## src/rtl/risc_pkg.sv

```systemverilog
// Shared definitions for the processor support blocks: loader FSM encoding and
// default memory/stream geometry.
package risc_pkg;

    localparam int AWIDTH_DEF  = 5;
    localparam int DWIDTH_DEF  = 8;
    localparam int TIMEOUT_DEF = 255;

    typedef enum logic [2:0] {
        IDLE = 3'd0,
        LEN  = 3'd1,
        DATA = 3'd2,
        CSUM = 3'd3,
        DONE = 3'd4,
        ERR  = 3'd5
    } state_t;

endpackage

```

## src/rtl/counter.sv

```systemverilog
// Up-counter with synchronous clear (load) and count enable (enab).
module counter #(
    parameter int WIDTH = 5
) (
    input  logic             clk,
    input  logic             rst,
    input  logic             load,
    input  logic             enab,
    output logic [WIDTH-1:0] q
);

    always_ff @(posedge clk or posedge rst) begin
        if (rst) begin
            q <= '0;
        end else if (load) begin
            q <= '0;
        end else if (enab) begin
            q <= q + 1'b1;
        end
    end

endmodule

```

## src/rtl/prog_loader.sv

```systemverilog
// Boot-time program loader: receives a length-prefixed, checksummed byte stream,
// writes it into program memory and releases the processor reset on success.
module prog_loader
    import risc_pkg::*;
#(
    parameter int AWIDTH  = AWIDTH_DEF,
    parameter int DWIDTH  = DWIDTH_DEF,
    parameter int TIMEOUT = TIMEOUT_DEF
) (
    input  logic              clk,
    input  logic              rst,
    input  logic              start,
    input  logic              in_valid,
    input  logic [DWIDTH-1:0] in_data,
    output logic              in_ready,
    output logic              mem_wr,
    output logic [AWIDTH-1:0] mem_addr,
    output logic [DWIDTH-1:0] mem_data,
    output logic              cpu_rst,
    output logic              done,
    output logic              err
);

    localparam int TW      = $clog2(TIMEOUT + 1);
    localparam int MAX_LEN = 1 << AWIDTH;

    // Stream handshake: a byte moves on every cycle where in_valid and in_ready
    // are both high; in_ready is a registered decode of the session states.
    state_t            state;
    state_t            state_next;
    logic              xfer;
    logic              active;
    logic              len_ok;
    logic              timed_out;
    logic [AWIDTH-1:0] addr;
    logic [AWIDTH-1:0] last_addr;
    logic [DWIDTH-1:0] sum;
    logic [DWIDTH-1:0] csum_total;
    logic [TW-1:0]     idle_cnt;

    assign xfer       = in_valid & in_ready;
    assign active     = (state == LEN) || (state == DATA) || (state == CSUM);
    assign len_ok     = (in_data != '0) && (int'(in_data) <= MAX_LEN);
    assign timed_out  = active && !xfer && (idle_cnt == TW'(TIMEOUT - 1));
    assign csum_total = sum + in_data;

    counter #(.WIDTH(AWIDTH)) u_addr (
        .clk  (clk),
        .rst  (rst),
        .load ((state == LEN) && xfer && len_ok),
        .enab ((state == DATA) && xfer),
        .q    (addr)
    );

    always_comb begin
        state_next = state;
        case (state)
            IDLE: if (start) state_next = LEN;
            LEN: begin
                if (timed_out)  state_next = ERR;
                else if (xfer)  state_next = len_ok ? DATA : ERR;
            end
            DATA: begin
                if (timed_out)                      state_next = ERR;
                else if (xfer && addr == last_addr) state_next = CSUM;
            end
            CSUM: begin
                if (timed_out) state_next = ERR;
                else if (xfer) state_next = (csum_total == '0) ? DONE : ERR;
            end
            DONE, ERR: if (start) state_next = LEN;
            default: state_next = IDLE;
        endcase
    end

    // Outputs are registered from the next state so they change with the state.
    always_ff @(posedge clk or posedge rst) begin
        if (rst) begin
            state     <= IDLE;
            in_ready  <= 1'b0;
            mem_wr    <= 1'b0;
            mem_addr  <= '0;
            mem_data  <= '0;
            cpu_rst   <= 1'b1;
            done      <= 1'b0;
            err       <= 1'b0;
            sum       <= '0;
            last_addr <= '0;
            idle_cnt  <= '0;
        end else begin
            state    <= state_next;
            in_ready <= (state_next == LEN) || (state_next == DATA) || (state_next == CSUM);
            cpu_rst  <= (state_next != DONE);
            done     <= (state_next == DONE);
            err      <= (state_next == ERR);
            mem_wr   <= (state == DATA) && xfer;

            if ((state == LEN) && xfer && len_ok) begin
                sum       <= '0;
                last_addr <= AWIDTH'(in_data - 1'b1);
            end

            if ((state == DATA) && xfer) begin
                mem_addr <= addr;
                mem_data <= in_data;
                sum      <= sum + in_data;
            end

            if (!active || xfer) idle_cnt <= '0;
            else                 idle_cnt <= idle_cnt + 1'b1;
        end
    end

endmodule

```

## config.mk

```make
export PLATFORM = sky130hd
export DESIGN_NAME = prog_loader
export DESIGN_NICKNAME = d
export VERILOG_FILES = /design/src/rtl/risc_pkg.sv /design/src/rtl/counter.sv /design/src/rtl/prog_loader.sv
export SDC_FILE = /design/constraint.sdc
export NUM_CORES = 1
export LEC_CHECK = 0
export CAP_MARGIN = 20
export CORE_MARGIN = 2
export CORE_UTILIZATION = 41
export CTS_BUF_LIST = sky130_fd_sc_hd__clkbuf_16
export DETAILED_ROUTE_END_ITERATION = 7
export SYNTH_ARGS = -nofsm -noshare
export SYNTH_HDL_FRONTEND = slang
export SYNTH_HIERARCHICAL = 1
export SYNTH_SLANG_ARGS = --single-unit
```

## constraint.sdc

```tcl
create_clock -name clk -period 4.5 [get_ports clk]
set_input_delay 1.125 -clock clk [delete_from_list [all_inputs] [get_ports clk]]
set_output_delay 1.125 -clock clk [all_outputs]
set_load 0.01 [all_outputs]
```

==> results of run 1 <==
-- cells in the mapped netlist, types with 2 or more instances --
cell / instances
dfrtp_1: 46
nor2b_1: 2
clkbuf_1: 3
o21ai_1: 3
a211oi_2: 2
o21ai_2: 2
nand3_1: 14
o21bai_1: 2
nand2_1: 52
mux2i_1: 2
nor3_1: 4
inv_1: 9
xor2_1: 12
a21oi_1: 4
nand4_1: 4
and3_1: 2
buf_6: 3
nor2_1: 22
o21ai_0: 10
ha_1: 11
mux2_4: 2
xnor2_1: 9
-- critical path, delay by kind of cell --
family                   cells  cell delay [ns]
AND/OR/NAND/NOR              4             1.14
adder cells (fa/ha/maj)      1             0.21
XOR/XNOR                     1             0.11
multiplexers                 1             0.26
buffers and inverters        3             0.84
-- cells by family after synthesis --
group | Yosys count
flops | 47
fa+ha+maj | 12
xor+xnor | 21
simple gates | 111
buf+inv | 18
mux | 4
compound gates | 37
-- power breakdown --
| group | internal, mW | switching [mW] | total (mW) |
|---|---|---|---|
| combinational | 0.317 | 0.319 | 0.635 |
| clock | 0.199 | 0.142 | 0.341 |
| sequential | 0.558 | 0.109 | 0.667 |
-- how the worst min path moves through the flow --
stage                                         from                        to  cells past startpoint
after global placement     mem_addr[2]$_DFFE_PP0P_   mem_addr[2]$_DFFE_PP0P_                      2
after CTS                  mem_addr[4]$_DFFE_PP0P_   mem_addr[4]$_DFFE_PP0P_                      2
after floorplan           last_addr[3]$_DFFE_PP0P_  last_addr[3]$_DFFE_PP0P_                      2
after global routing       mem_data[2]$_DFFE_PP0P_   mem_data[2]$_DFFE_PP0P_                      2
final                      mem_addr[4]$_DFFE_PP0P_   mem_addr[4]$_DFFE_PP0P_                      2
after detailed placement   mem_addr[4]$_DFFE_PP0P_   mem_addr[4]$_DFFE_PP0P_                      2
-- placed cells by master (no fill, tap or decap), drive strengths merged, types with 2 or more instances in the layout --
cell / synthesis / routed
dfrtp: 46 / 46
nor2b: 2 / 2
mux2: 2 / 2
clkdlybuf4s50: 0 / 29
nor3: 4 / 4
inv: 9 / 9
a21oi: 4 / 4
o21ai: 15 / 15
clkinv: 0 / 2
nand4: 5 / 5
o211a: 2 / 2
mux2i: 2 / 2
nand3: 14 / 14
clkbuf: 3 / 5
xnor2: 9 / 9
buf: 6 / 2
o21bai: 3 / 3
nand3b: 2 / 2
o31a: 2 / 2
a211oi: 3 / 3
ha: 11 / 11
nand2: 52 / 52
and3: 2 / 2
nor2: 22 / 22
xor2: 12 / 12
-- layer usage --
| metal | share of wire, % | track usage (%) |
|---|---|---|
| met2 | 46 | 25.4 |
| met4 | 1.5 | 5.50 |
| met1 | 50 | 21.6 |
| met5 | 0 | 0 |
| met3 | 3.3 | 3.41 |
-- cell type report --
cell class / instances / share of cell area (%)
clock inverters: 2 / 0.297
inverters: 9 / 1.15
well taps: 75 / 3.18
flip-flops and latches: 47 / 39.9
clock buffers: 5 / 4.24
repair buffers: 31 / 10.4
multi-input cells: 185 / 40.9
-- sequential cells by signal, summed over array words and instances (netlist names), 3 cells and up --
name       count
idle_cnt       8
last_addr      5
mem_addr       5
mem_data       8
state          3
sum            8
u_addr/q       5
-- per-stage QoR --
stage | worst slack [ns] | instances | utilization [%] | power [mW]
2_1_floorplan | 1.36 | 250 | - | 1.11
3_3_place_gp | 0.729 | 347 | 47.8 | 1.31
3_5_place_dp | 0.683 | 347 | 47.8 | 1.31
4_1_cts | 0.975 | 354 | 50.1 | 1.66
5_1_grt | 0.819 | 354 | 50.1 | 1.78
6_report | 0.984 | 354 | 50.1 | 1.64
==> flow_metrics.env, run 1 <==
export IMPL_ys_types=52
export IMPL_r2r_cells=8
export IMPL_cts_reportedPaths_clkPinSlew_ns=0.06
export IMPL_numClockSinks=47
export IMPL_synth_edf_count=0
export IMPL_die_h_um=81.7
export IMPL_ys_flop_type="dfrtp_1"
export IMPL_synth_top_area_cell="dfrtp_1"
export IMPL_synth_area_top_cells="dfrtp_1, nand2_1, ha_1"
export IMPL_cts_max_level=2
export IMPL_cts_tree="done"
export IMPL_rsz0062_at_grt="false"
export IMPL_setup_viol=0
export IMPL_finClkSkew_ns=0.00442
export IMPL_regArea_um2=1180
export IMPL_cts_resized=0
export IMPL_grt_max_degree=32
export IMPL_fin_tns_setup_ns=0
export IMPL_drt_initial_drc_count=95
export IMPL_async_flop_share_pct=100
export IMPL_grt_overflow=0
export IMPL_yosysWarnings=6
export IMPL_synth_xor_area_share_pct=7.42
export IMPL_cts_made_buffers=5
export IMPL_critPathSlowestCell="clkdlybuf4s50_1"
export IMPL_viasPerCell=5.03
export IMPL_synthAdderAreaFrac_pct=6.36
export IMPL_via_count=1780
export IMPL_crit_end="u_addr/q[3]$_DFFE_PP0P_"
export IMPL_avgSynthCellArea_um2=9.91
export IMPL_syn_cell_area_um2=2480
export IMPL_worstPathRequired_ns=4.67
export IMPL_syn_to_final_growth_pct=19.0
export IMPL_min_path_type="register to register"
export IMPL_power_leakage_nw=1.41
export IMPL_place_area_um2=2820
export IMPL_cap_violations=0
export IMPL_final_cell_area_um2=2950
export IMPL_reg2reg_setup_slack_ns=2.16
export IMPL_min_period_over_period_pct=78.1
export IMPL_dr_pass1_iters=4
export IMPL_std_cell_rows=28
export IMPL_crit_fanout=20
export IMPL_clock_latency_ns=0.28
export IMPL_dp_final_hpwl_um=3440
export IMPL_synth_simple_area_share_pct=21.4
export IMPL_crit_arrival_ns=3.68
export IMPL_grt_usage_pct=16.0
export IMPL_hold_viol=0
export IMPL_peakVddDrop_mv=0.234
export IMPL_critPathCaptureType="register"
export IMPL_clockRootBuffer="clkbuf_16"
export IMPL_path_cells="clkdlybuf4s50_1 > inv_1 > ha_1 > nor4b_2 > xor2_1 > or4_4 > nand3b_4 > inv_1 > nor2_1 > mux2_4"
export IMPL_synth_top_area_share_pct=46.5
export IMPL_synth_cells=250
export IMPL_holdWs_ns=0.471
export IMPL_tightest_slew_ns=0.711
export IMPL_crit_top_cell="inv_1"
export IMPL_start_util_pct=42.1
export IMPL_synth_compound_area_share_pct=11.4
export IMPL_wire_per_inst_um=13.4
export IMPL_synth_fp_nets=274
export IMPL_multi_input_area_um2=1200
export IMPL_antenna_cells=0
export IMPL_drive_gt1_share_pct=9.32
export IMPL_synth_top_family_by_area="simple AND/OR/NAND/NOR gates"
export IMPL_worstSetupPathType="input pin to register"
export IMPL_antenna_found_initial=0
export IMPL_die_area_um2=6680
export IMPL_maxSlewHeadroom_pct=52.5
export IMPL_ioPinCount=30
export IMPL_period_minus_slack_ns=3.52
export IMPL_holdBufCountCts=0
export IMPL_numPortBuffers=29
export IMPL_antenna_left=0
export IMPL_worst_setup_path_start_kind="input pin"
export IMPL_r2r_start="sum[0]$_DFFE_PP0P_"
export IMPL_coreArea_um2=5890
export IMPL_cts_buffer_depth=2
export IMPL_synth_seq_cells=47
export IMPL_num_fill_cells=550
export IMPL_totalWireLength_um=4730
export IMPL_status="completed"
export IMPL_clock_fmax_mhz=284
export IMPL_critPathMaxStageDelay_ns=0.49
export IMPL_seq_area_frac_synth_pct=47.5
export IMPL_grt_pass1_wl_um=7980
export IMPL_synth_mux_area_share_pct=2.02
export IMPL_fin_nets=303
export IMPL_post_cts_buffers=0
export IMPL_die_w_um=81.7
export IMPL_pwr_density_cell_nw_per_um2=557
export IMPL_grt_pass1_vias=1716
export IMPL_final_max_slew_viol_count=0
export IMPL_worstSetupStartpoint="in_data[1]"
export IMPL_r2r_end="done$_DFF_PP0_"
export IMPL_gp_congestion=0.807
export IMPL_drc=0
Note: power is estimated with default switching activity, not from simulation.
==> run 2: changes to the inputs <==
clock period = 3.7 ns   (was 4.5 ns; I/O delays follow)
==> flow_metrics.env, run 2 (synthesis gave the netlist of run 1 again) <==
export IMPL_grt_usage_pct=16.2
export IMPL_worstSetupPathType="input pin to register"
export IMPL_grt_overflow=0
export IMPL_clock_fmax_mhz=310
export IMPL_cts_tree="done"
export IMPL_layout_common_cells="nand2_1, dfrtp_1, clkdlybuf4s50_1"
export IMPL_holdWs_ns=0.472
export IMPL_ioPinCount=30
export IMPL_dr_pass1_iters=4
export IMPL_final_cell_area_um2=3030
export IMPL_status="completed"
export IMPL_crit_fanout=9
export IMPL_via_count=1787
export IMPL_cp_num_cells=10
export IMPL_critPathSlowestCell="clkdlybuf4s50_1"
export IMPL_worst_path_buf_inv=3
export IMPL_final_max_slew_viol_count=0
export IMPL_reg_top3="idle_cnt (8), mem_data (8), sum (8)"
export IMPL_worstSetupStartpoint="in_data[1]"
export IMPL_start_util_pct=42.1
export IMPL_rsz0062_at_grt="false"
export IMPL_cts_max_level=2
export IMPL_power_leakage_nw=1.45
export IMPL_std_cell_rows=28
export IMPL_clockRootBuffer="clkbuf_16"
export IMPL_critPathCaptureType="register"
export IMPL_finClkSkew_ns=0.00573
export IMPL_die_h_um=81.7
export IMPL_crit_arrival_ns=3.40
export IMPL_final_core_util_pct=51.4
export IMPL_maxSlewHeadroom_pct=63.2
export IMPL_cts_buffer_depth=2
export IMPL_cap_violations=0
export IMPL_antenna_found_initial=0
export IMPL_r2r_start="sum[0]$_DFFE_PP0P_"
export IMPL_r2r_end="done$_DFF_PP0_"
export IMPL_min_period_over_period_pct=87.1
export IMPL_die_area_um2=6680
export IMPL_antenna_left=0
export IMPL_critPathMaxStageDelay_ns=0.49
export IMPL_num_fill_cells=542
export IMPL_post_cts_buffers=0
export IMPL_path_cells="clkdlybuf4s50_1 > inv_1 > ha_1 > nor4b_2 > xor2_1 > or4_4 > nand3b_4 > inv_1 > nor2b_1 > mux2_4"
export IMPL_coreArea_um2=5890
export IMPL_numClockSinks=47
export IMPL_tightest_slew_ns=0.552
export IMPL_dp_final_hpwl_um=3490
export IMPL_pwr_density_cell_nw_per_um2=716
export IMPL_drc=0
export IMPL_setup_viol=0
export IMPL_antenna_cells=0
export IMPL_worst_setup_path_start_kind="input pin"
export IMPL_crit_family="simple AND/OR/NAND/NOR gates"
export IMPL_crit_end="u_addr/q[3]$_DFFE_PP0P_"
export IMPL_peakVddDrop_mv=0.263
export IMPL_r2r_cells=8
export IMPL_fin_nets=306
export IMPL_cts_reportedPaths_clkPinSlew_ns=0.06
export IMPL_numPortBuffers=29
export IMPL_crit_top_cell="inv_1"
export IMPL_drive_gt1_share_pct=10.6
export IMPL_gp_congestion=0.820
export IMPL_holdBufCountCts=0
export IMPL_instances_no_fill=358
export IMPL_clock_latency_ns=0.28
export IMPL_period_minus_slack_ns=3.22
export IMPL_grt_pass1_vias=1627
export IMPL_drt_initial_drc_count=167
export IMPL_viasPerCell=4.99
export IMPL_dp_cells=350
export IMPL_reg2reg_setup_slack_ns=1.38
export IMPL_worstPathRequired_ns=3.87
export IMPL_hold_viol=0
export IMPL_fin_tns_setup_ns=0
export IMPL_totalWireLength_um=4930
export IMPL_syn_to_final_growth_pct=22.2
export IMPL_grt_max_degree=43
export IMPL_wire_per_inst_um=13.8
export IMPL_place_area_um2=2840
export IMPL_cts_made_buffers=5
export IMPL_final_common_cell="nand2_1"
export IMPL_min_path_type="register to register"
export IMPL_cts_resized=0
export IMPL_grt_pass1_wl_um=8110
export IMPL_die_w_um=81.7
## run 2: power by group
group | leakage (nW) | switching [mW] | internal, mW | total, mW
sequential | 0.633 | 0.132 | 0.679 | 0.810
combinational | 0.725 | 0.396 | 0.389 | 0.784
clock | 0.0952 | 0.188 | 0.385 | 0.573
total | 1.45 | 0.716 | 1.45 | 2.17
## run 2: cell type report
cell class / instances / area (um2) / area share [%]
multi-input combinational: 185 / 1200 / 39.8
sequential: 47 / 1180 / 38.9
timing repair buffer: 34 / 328 / 10.8
clock buffer: 5 / 125 / 4.13
tap: 75 / 93.8 / 3.10
clock inverter: 3 / 63.8 / 2.11
inverter: 9 / 33.8 / 1.12
## run 2: worst register-to-register path, cell delays in order (launching register included)
cell,delay (ns)
dfrtp_1,0.38
ha_1,0.22
fa_1,0.42
a211oi_2,0.26
o21ba_2,0.19
o211a_1,0.13
nor4bb_1,0.25
a31o_2,0.24
and3_1,0.16
## run 2: stage by stage
| stage | worst slack (ns) | power, mW |
|---|---|---|
| after floorplan | 0.762 | 1.35 |
| after global placement | 0.252 | 1.60 |
| after detailed placement | 0.182 | 1.61 |
| after CTS | 0.467 | 2.19 |
| after global routing | 0.310 | 2.33 |
| final | 0.478 | 2.17 |
## run 2: worst min path at each step
| stage | slack [ns] | end | from | cells past startpoint |
|---|---|---|---|---|
| after floorplan | 0.47 | last_addr[3]$_DFFE_PP0P_ | last_addr[3]$_DFFE_PP0P_ | 2 |
| after global placement | 0.46 | mem_data[2]$_DFFE_PP0P_ | mem_data[2]$_DFFE_PP0P_ | 2 |
| after detailed placement | 0.46 | mem_data[6]$_DFFE_PP0P_ | mem_data[6]$_DFFE_PP0P_ | 2 |
| after CTS | 0.48 | mem_data[6]$_DFFE_PP0P_ | mem_data[6]$_DFFE_PP0P_ | 2 |
| after global routing | 0.49 | mem_addr[1]$_DFFE_PP0P_ | mem_addr[1]$_DFFE_PP0P_ | 2 |
| final | 0.47 | mem_data[2]$_DFFE_PP0P_ | mem_data[2]$_DFFE_PP0P_ | 2 |
## run 2: metal layers
metal	wire [um]	part of all wire, %	up-vias	global-route usage (%)
met4	48	0.97	0	5.00
li1	-	-	913	-
met5	0	0	-	0
met2	2380	48	26	24.2
met1	2330	47	843	23.3
met3	176	3.6	5	3.85
